File: config.mk
export PLATFORM = sky130hd
export DESIGN_NAME = kpw_pingpong_buf
export DESIGN_NICKNAME = d
export VERILOG_FILES = /design/src/rtl/irb_pkg.sv /design/src/rtl/kpw_bank_ram.sv /design/src/rtl/kpw_pingpong_buf.sv
export SDC_FILE = /design/constraint.sdc
export NUM_CORES = 1
export LEC_CHECK = 0
export ABC_AREA = 1
export BUFFER_PORTS_ARGS = -buffer_cell sky130_fd_sc_hd__buf_2
export CORE_MARGIN = 4
export CORE_UTILIZATION = 30
export DETAILED_ROUTE_END_ITERATION = 7
export GPL_ROUTABILITY_DRIVEN = 0
export RECOVER_POWER = 100
export REMOVE_ABC_BUFFERS = 1
export SLEW_MARGIN = 20
export SYNTH_ARGS = -nofsm -noshare
export SYNTH_HDL_FRONTEND = slang
export SYNTH_HIERARCHICAL = 1
export SYNTH_SLANG_ARGS = --single-unit
File: constraint.sdc
create_clock -name clk -period 2.47 [get_ports clk]
set_input_delay 0.247 -clock clk [delete_from_list [all_inputs] [get_ports clk]]
set_output_delay 0.247 -clock clk [all_outputs]
set_load 0.02 [all_outputs]
File: src/rtl/irb_pkg.sv
// Shared types and sizing constants for the PW kernel buffer path.
package irb_pkg;

   typedef enum logic [1:0] {EMPTY, FILL, FULL} kpw_bank_st_t;

   localparam int KPW_N_ELEM = 16;
   localparam int WG_W       = 8;
   localparam int Npar       = 4;

endpackage

File: src/rtl/kpw_bank_ram.sv
// One kernel bank: single write port, registered read, array not reset.
module kpw_bank_ram #(
   parameter int DATA_W = 8,
   parameter int DEPTH  = 16,
   parameter int ADDR_W = $clog2(DEPTH)
)(
   input  logic              clk,
   input  logic              we,
   input  logic [ADDR_W-1:0] waddr,
   input  logic [DATA_W-1:0] wdata,
   input  logic              re,
   input  logic [ADDR_W-1:0] raddr,
   output logic [DATA_W-1:0] rdata
);

   logic [DATA_W-1:0] mem [DEPTH];

   always_ff @(posedge clk) begin
      if (we) mem[waddr] <= wdata;
      if (re) rdata <= mem[raddr];
   end

endmodule

File: src/rtl/kpw_pingpong_buf.sv
// Ping-pong kernel tile buffer: loader fills one bank while the PW array reads the other.
// Optional sticky protocol-error output `err` when KPW_PP_STATUS_EN is defined.
module kpw_pingpong_buf
   import irb_pkg::*;
#(
   parameter int DATA_W = WG_W + $clog2(Npar+1),
   parameter int DEPTH  = KPW_N_ELEM,
   parameter int ADDR_W = $clog2(DEPTH),
   parameter int LEN_W  = $clog2(DEPTH+1)
)(
   input  logic              clk,
   input  logic              rst_n,
   input  logic              wr_valid,
   output logic              wr_ready,
   input  logic [DATA_W-1:0] wr_data,
   input  logic              wr_last,
   output logic              rd_avail,
   output logic [LEN_W-1:0]  rd_len,
   input  logic              rd_en,
   input  logic [ADDR_W-1:0] rd_addr,
   output logic [DATA_W-1:0] rd_data,
   output logic              rd_vld,
   input  logic              rd_release
`ifdef KPW_PP_STATUS_EN
   ,output logic             err
`endif
);

   kpw_bank_st_t            st [2];
   logic [LEN_W-1:0]        len [2];
   logic                    wbank, rbank, rbank_q, oob_q;
   logic [ADDR_W-1:0]       wcnt;
   logic [1:0][DATA_W-1:0]  ram_q;

   logic wr_acc, wr_full, wr_close, rd_fire, rd_oob, rel;

   assign wr_ready = (st[wbank] != FULL);
   assign wr_acc   = wr_valid && wr_ready;
   assign wr_full  = (wcnt == ADDR_W'(DEPTH-1));
   assign wr_close = wr_acc && (wr_last || wr_full);

   assign rd_avail = (st[rbank] == FULL);
   assign rd_len   = rd_avail ? len[rbank] : '0;
   assign rd_fire  = rd_en && rd_avail;
   assign rd_oob   = (LEN_W'(rd_addr) >= rd_len);
   assign rel      = rd_release && rd_avail;

   // Close targets a non-FULL bank and release a FULL one, so they never collide.
   always_ff @(posedge clk or negedge rst_n) begin
      if (!rst_n) begin
         st[0]   <= EMPTY;
         st[1]   <= EMPTY;
         len[0]  <= '0;
         len[1]  <= '0;
         wbank   <= 1'b0;
         rbank   <= 1'b0;
         wcnt    <= '0;
         rd_vld  <= 1'b0;
         oob_q   <= 1'b0;
         rbank_q <= 1'b0;
      end else begin
         if (wr_acc) begin
            if (wr_close) begin
               st[wbank]  <= FULL;
               len[wbank] <= LEN_W'(wcnt) + LEN_W'(1);
               wcnt       <= '0;
               wbank      <= ~wbank;
            end else begin
               st[wbank]  <= FILL;
               wcnt       <= wcnt + ADDR_W'(1);
            end
         end
         if (rel) begin
            st[rbank] <= EMPTY;
            rbank     <= ~rbank;
         end
         rd_vld <= rd_fire;
         if (rd_fire) begin
            oob_q   <= rd_oob;
            rbank_q <= rbank;
         end
      end
   end

   for (genvar b = 0; b < 2; b++) begin : g_bank
      kpw_bank_ram #(.DATA_W(DATA_W), .DEPTH(DEPTH), .ADDR_W(ADDR_W)) u_bank (
         .clk   (clk),
         .we    (wr_acc && (wbank == 1'(b))),
         .waddr (wcnt),
         .wdata (wr_data),
         .re    (rd_fire && (rbank == 1'(b))),
         .raddr (rd_addr),
         .rdata (ram_q[b])
      );
   end

   // RAM output is unreset; gating by rd_vld keeps rd_data at 0 in reset and when idle.
   assign rd_data = (rd_vld && !oob_q) ? ram_q[rbank_q] : '0;

`ifdef KPW_PP_STATUS_EN
   always_ff @(posedge clk or negedge rst_n) begin
      if (!rst_n)
         err <= 1'b0;
      else if ((wr_valid && !wr_ready) || (rd_en && !rd_avail) || (rd_fire && rd_oob) ||
               (rd_release && !rd_avail) || (wr_acc && wr_full && !wr_last))
         err <= 1'b1;
   end
`endif

endmodule

Word level (Yosys, flattened, before mapping):

Memory sizes are Yosys's and may differ from the RTL's. A register that Yosys moved wholly into a read port is not among the register bits.
Cells that the tools add are included.

* register bits after elaboration: 23
* memories: 2
* bits in writable memories: 352
* output and inout bits: 19
* logic and storage cells: 77
* input bits: 21

* reduce and logical (&&, ||, !) cells: 14
* mux-type cells: 28
* $lt $le $gt $ge: 6
* bitwise operators: 12
* add/subtract/negate cells: 2
* eq/ne operators: 3

Memory list
* g_bank[0].u_bank.mem: words 16, width 11, rd ports 1, clocked after memory_dff 1, write ports 1, line kpw_bank_ram.sv:16 `logic [DATA_W-1:0] mem [DEPTH];`
* g_bank[1].u_bank.mem: words 16, width 11, rd ports 1, clocked after memory_dff 1, write ports 1, line kpw_bank_ram.sv:16

Operators with widths (count)
* $mux W11: 3
* $mux W5: 5
* $mux W2: 8
* $mux W4: 4
* $logic_and A1 B1 Y1: 11
* $bwmux W10: 1
* $add A4 B1 Y5 const B: 1
* $demux W5 S1: 1
* $ge A4 B5 Y1: 1
* $add A4 B1 Y4 const B: 1
* $and A2 B2 Y2: 2
* $and A4 B4 Y4: 1
* $demux W2 S1: 2
* $eq A4 B4 Y1 const B: 1
* $ge A2 B2 Y1 const B: 2
* $lt A2 B1 Y1 const B: 2
* $mux W1: 4
* $not A1 Y2: 2
* $not A2 Y2: 2
* $not A4 Y4: 1
* $or A2 B2 Y2: 2
* $eq A2 B2 Y1 const B: 1
* $lt A1 B2 Y1 const B: 1
* $ne A2 B2 Y1 const B: 1
* other kinds (4): 5

Longest topological paths before layout:

* depth in word-level cells: 11
* depth in mapped cells: 18
* mapped depth without buffers: 18

Hierarchy:

The synthesis kept the hierarchy.

Modules (own cells, without submodules)
* kpw_bank_ram: sequential area each 5615.4 µm², times used 2, area an instance 7962.6 µm², cells each 747
* kpw_pingpong_buf: sequential area each 575.6 µm², times used 1, area an instance 1447.6 µm², cells each 191

Least setup slack after synthesis:

OpenSTA, ideal clock, no wires.

* kind: reg2reg
* start: reg rbank
* end: reg oob_q
* arrival: 2.006 ns
* clock period less this slack: 2.122 ns
* path buffers: 1
* path slack: 0.348 ns
* setup time: 0.116 ns
* data required time: 2.354 ns
* stages on the path, launching flop included: 18
* cells stage by stage: dfrtp_1 -> buf_6 -> nor2_4 -> inv_2 -> nand2_2 -> inv_1 -> a21oi_1 -> ha_1 -> inv_1 -> nand2_1 -> nand2_1 -> nand2_1 -> nand2_1 -> nand2_1 -> nand2_1 -> nand2_1 -> nand2_1 -> nand2_1

* longest elaborated chain between the ends: 7
* elaborated cells on any way between the ends: 11
* classes of those cells: 1 x order compare; 1 x eq/ne; 7 x mux; 1 x bitwise; 1 x reduce/logical

RTL lines
* from (decl): line kpw_pingpong_buf.sv:31 `logic wbank, rbank, rbank_q, oob_q;`
* from (signal assigned): line kpw_pingpong_buf.sv:75 `rbank <= ~rbank;`
* $not A1 Y2 (implied by the code): line kpw_pingpong_buf.sv:42 `assign rd_avail = (st[rbank] == FULL);`
* $mux W2 (implied by the code) (3 in a row): line kpw_pingpong_buf.sv:42
* $eq A2 B2 Y1: line kpw_pingpong_buf.sv:42
* net rd_avail: line kpw_pingpong_buf.sv:17 `output logic rd_avail,`
* $mux W5: line kpw_pingpong_buf.sv:43 `assign rd_len = rd_avail ? len[rbank] : '0;`
* net rd_len[0]: line kpw_pingpong_buf.sv:18 `output logic [LEN_W-1:0] rd_len,`
* $ge A4 B5 Y1: line kpw_pingpong_buf.sv:45 `assign rd_oob = (LEN_W'(rd_addr) >= rd_len);`
* to (signal assigned): line kpw_pingpong_buf.sv:79 `oob_q <= rd_oob;`
* to (decl): line kpw_pingpong_buf.sv:31

The timed path passes the listed nets, and every way through them passes these cells. The select of a mux whose other input is x is not followed.
A chain may end at the register's enable or synchronous reset.

Worst setup path in the final report:

* start: reg rd_vld
* end: out rd_data[4]

* longest elaborated chain between the ends: 2

RTL lines
* from (decl): line kpw_pingpong_buf.sv:22 `output logic rd_vld,`
* from (signal assigned): line kpw_pingpong_buf.sv:77 `rd_vld <= rd_fire;`
* $logic_and A1 B1 Y1: line kpw_pingpong_buf.sv:98 `assign rd_data = (rd_vld && !oob_q) ? ram_q[rbank_q] : '0;`
* $mux W11: line kpw_pingpong_buf.sv:98
* to (decl): line kpw_pingpong_buf.sv:21 `output logic [DATA_W-1:0] rd_data,`

No other way between the ends.

==> results.md <==
- WP buf/inv: 1
- Clock Latency Late Sink: 0.54 ns
- Chip width: 249 µm
- FF+latch area: 11800 µm²
- Clock Tree Root: clkbuf_16
- Outcome: finished with violations
- Tightest Hold Check Type: input pin to flip-flop
- Synth warn: 6
- Port-buffer cells: 39
- Via count: 11600
- Violated checks: max-capacitance violations, max-slew violations
- Synth Area in Adders: 0.360%
- Crit Path Category: flip-flop to output pin
- Post-synthesis mux area share: 0%
- DR pass1 iterations: 6
- Critical Path, Cell by Cell: nand2_1 > a21oi_1 > clkbuf_1
- Power per Cell Area: 823 nW/µm²
- Crit path max fanout: 11
- Final hold vios: 0
- Nets: 1778
- First-pass GRT wire length: 68.0 mm
- Most common cell after layout, fill and taps aside: nand2_1
- Max Cap Viol: 12
- Starting Density: 30.6%
- Number of diodes: 0
- Delay of the slowest cell on the worst path: 0.49 ns
- Clock tree buffer depth: 3
- Final count of negative-setup-slack endpoints: 0
- Antenna viol nets, final: 0
- HPWL Detailed: 27.8 mm
- TNS Setup: 0 ns
- Number of global-route vias before repair: 11100
- DRC: 0
- Total track usage: 14.1%
- Io pins: 40
- H-tree lvl count: 2
- RSZ-0062 raised after global routing: no
- Rel. slew slack: -36.2%
- Crit end category: output pin
- TritonCTS clock tree: built
- Worst-Margin Slew: 2.04 ns
- Final worst path period share: 91.1%
- Largest net degree at the start of global routing: 63
- Resized Gates After CTS: 0
- Core box area: 56800 µm²
- Fin Clk Skew: 0.0162 ns
- Netlist Area Pre-Place: 17400 µm²
- Register area share after synthesis: 68.0%
- Post-synthesis xor/xnor area fraction: 0.151%
- GRT Residual Overflow: 0
- Synth Area per Inst: 10.3 µm²
- Layout cells sized above 1: 5.44%
- CP delay by family, top: flip-flops
- Clk pin slew, worst setup/hold paths: 0.06 ns
- Area grow syn2layout: 12.9%
- Setup bufs post-CTS: 0
- Post-synthesis compound-gate area fraction: 1.27%
- Largest family of logic cells by synthesized area: simple AND/OR/NAND/NOR gates
- FMAX: 444 MHz
- Initial antenna violation count: 0
- Fill count: 5757
- Die area: 61800 µm²
- Post-route insts no fill: 2539
- Cells after DPL: 2462
- Synthesized instance count: 1685
- Post-Synth Simple-Gate Area: 21.1%
- Worst vdd ir: 0.421 mV
- Final WS setup: 0.219 ns
- Leak Pwr: 8.24 nW
- Most frequent cells in the layout: nand2_1 (548), edfxtp_1 (374), inv_1 (302)
- Req. time, crit path: 2.22 ns
- Row cnt: 87
- Slowest-stage cell, CP: dfrtp_1
- # clock sinks: 397
- Fin Hold WS: 0.107 ns
- FF+latch count, synth: 397
- Cell variety after synth: 29
- Startpoint Class: flip-flop
- Slew Limit Fails: 408
- Avg WL per Cell: 17.7 µm
- Vias per std cell: 4.58
- Die Ht: 249 µm
- Post-placement setup slack: 0.507 ns
- Area of the multi-input gates: 3910 µm²
- DR iter-0 viols: 1171
- CTS Buf Count: 41
- Routed Wire Length: 44.8 mm
- Min Tclk post-route: 2.25 ns
- Data arrival, critical path: 2.00 ns
[cells in the mapped netlist]
library cell | count | area [µm²]
nand2_1 | 542 | 2030
edfxtp_1 | 374 | 11200
inv_1 | 297 | 1110
nand3_1 | 271 | 1360
buf_2 | 40 | 200
nor2_1 | 40 | 150
dfrtp_1 | 23 | 576
a21oi_1 | 14 | 70.1
buf_6 | 13 | 146
clkbuf_1 | 11 | 41.3
buf_1 | 6 | 22.5
inv_2 | 6 | 22.5
o21ai_1 | 6 | 30.0
o21ai_2 | 6 | 52.6
ha_1 | 5 | 62.6
buf_4 | 4 | 30.0
nand3b_1 | 4 | 30.0
inv_4 | 3 | 18.8
nand2_2 | 3 | 18.8
nand2_4 | 3 | 33.8
o21a_1 | 3 | 22.5
xor2_1 | 3 | 26.3
nand3_2 | 2 | 20.0
a21boi_4 | 1 | 18.8
a21oi_2 | 1 | 8.76
a22oi_2 | 1 | 12.5
nor2_4 | 1 | 11.3
o21ai_0 | 1 | 5.00
or2_0 | 1 | 6.26
[state kept, by name, summed over array words and instances (netlist names), 4 cells and up]
signal / flops
st: 4
g_bank.u_bank/mem: 352
g_bank.u_bank/rdata: 22
len: 10
wcnt: 4
[kinds of logic after synthesis]
family | count (synthesis)
buffers and inverters | 380
and+or+nand+nor | 867
AOI/OAI and AO/OA | 33
xor gates and xnor gates | 3
DFF | 397
adders and majority gates | 5
[worst paths after layout]
kind                            startpoint                         end  slack (ns)  cells after the start
worst max-delay path                rd_vld                  rd_data[4]        0.22                      3
worst min-delay path              wr_valid                       st[1]        0.11                      4
worst max register to register       st[1]  g_bank[1].u_bank/mem[8][3]        0.26                      6
worst min register to register       oob_q                       oob_q        0.48                      2
max in group asynchronous            rst_n                      len[9]        1.20                      2
min in group asynchronous            rst_n                       wbank        0.52                      2
[through the flow]
| step | power, mW | utilization (%) | cell area, µm² |
|---|---|---|---|
| detailed placement | 10.5 | 32.6 | 18500 |
| CTS | 16.4 | 34.9 | 19800 |
| global placement | 10.5 | 32.6 | 18500 |
| floorplan | 9.51 | - | 16900 |
| finish | 16.1 | 34.5 | 19600 |
| global route | 16.8 | 34.5 | 19600 |
[timing repair]
item	4_1_cts	5_1_grt
endpoints found under the setup margin	0	0
hold endpoints to repair	25	0
hold buffers	3	0
[layer usage]
metal / share of wire [%] / global-route usage, %
met1: 46 / 20.3
met5: 0 / 0
met2: 46 / 22.2
met4: 1.9 / 3.62
met3: 6.4 / 2.39
[worst register-to-register path, stage by stage (launching register included)]
cell      delay [ns]
dfrtp_1         0.38
nand2_1         0.10
nand3_1         0.10
inv_1           0.25
nand3b_1        0.20
nor2_1          0.15
clkbuf_1        0.67
[report_power, final]
| part | switching (mW) | leakage, nW | internal (mW) |
|---|---|---|---|
| clock | 2.46 | 0.616 | 3.44 |
| sequential | 0.307 | 3.66 | 7.88 |
| combinational | 1.52 | 3.97 | 0.543 |
[final cells by class]
type	instances	area share [%]
tap	756	4.82
clock buffer	60	5.86
sequential	397	60.2
inverter	306	5.88
timing repair buffer	98	2.68
multi-input combinational	908	19.9
clock inverter	14	0.606
(Power assumes the default switching activity.)
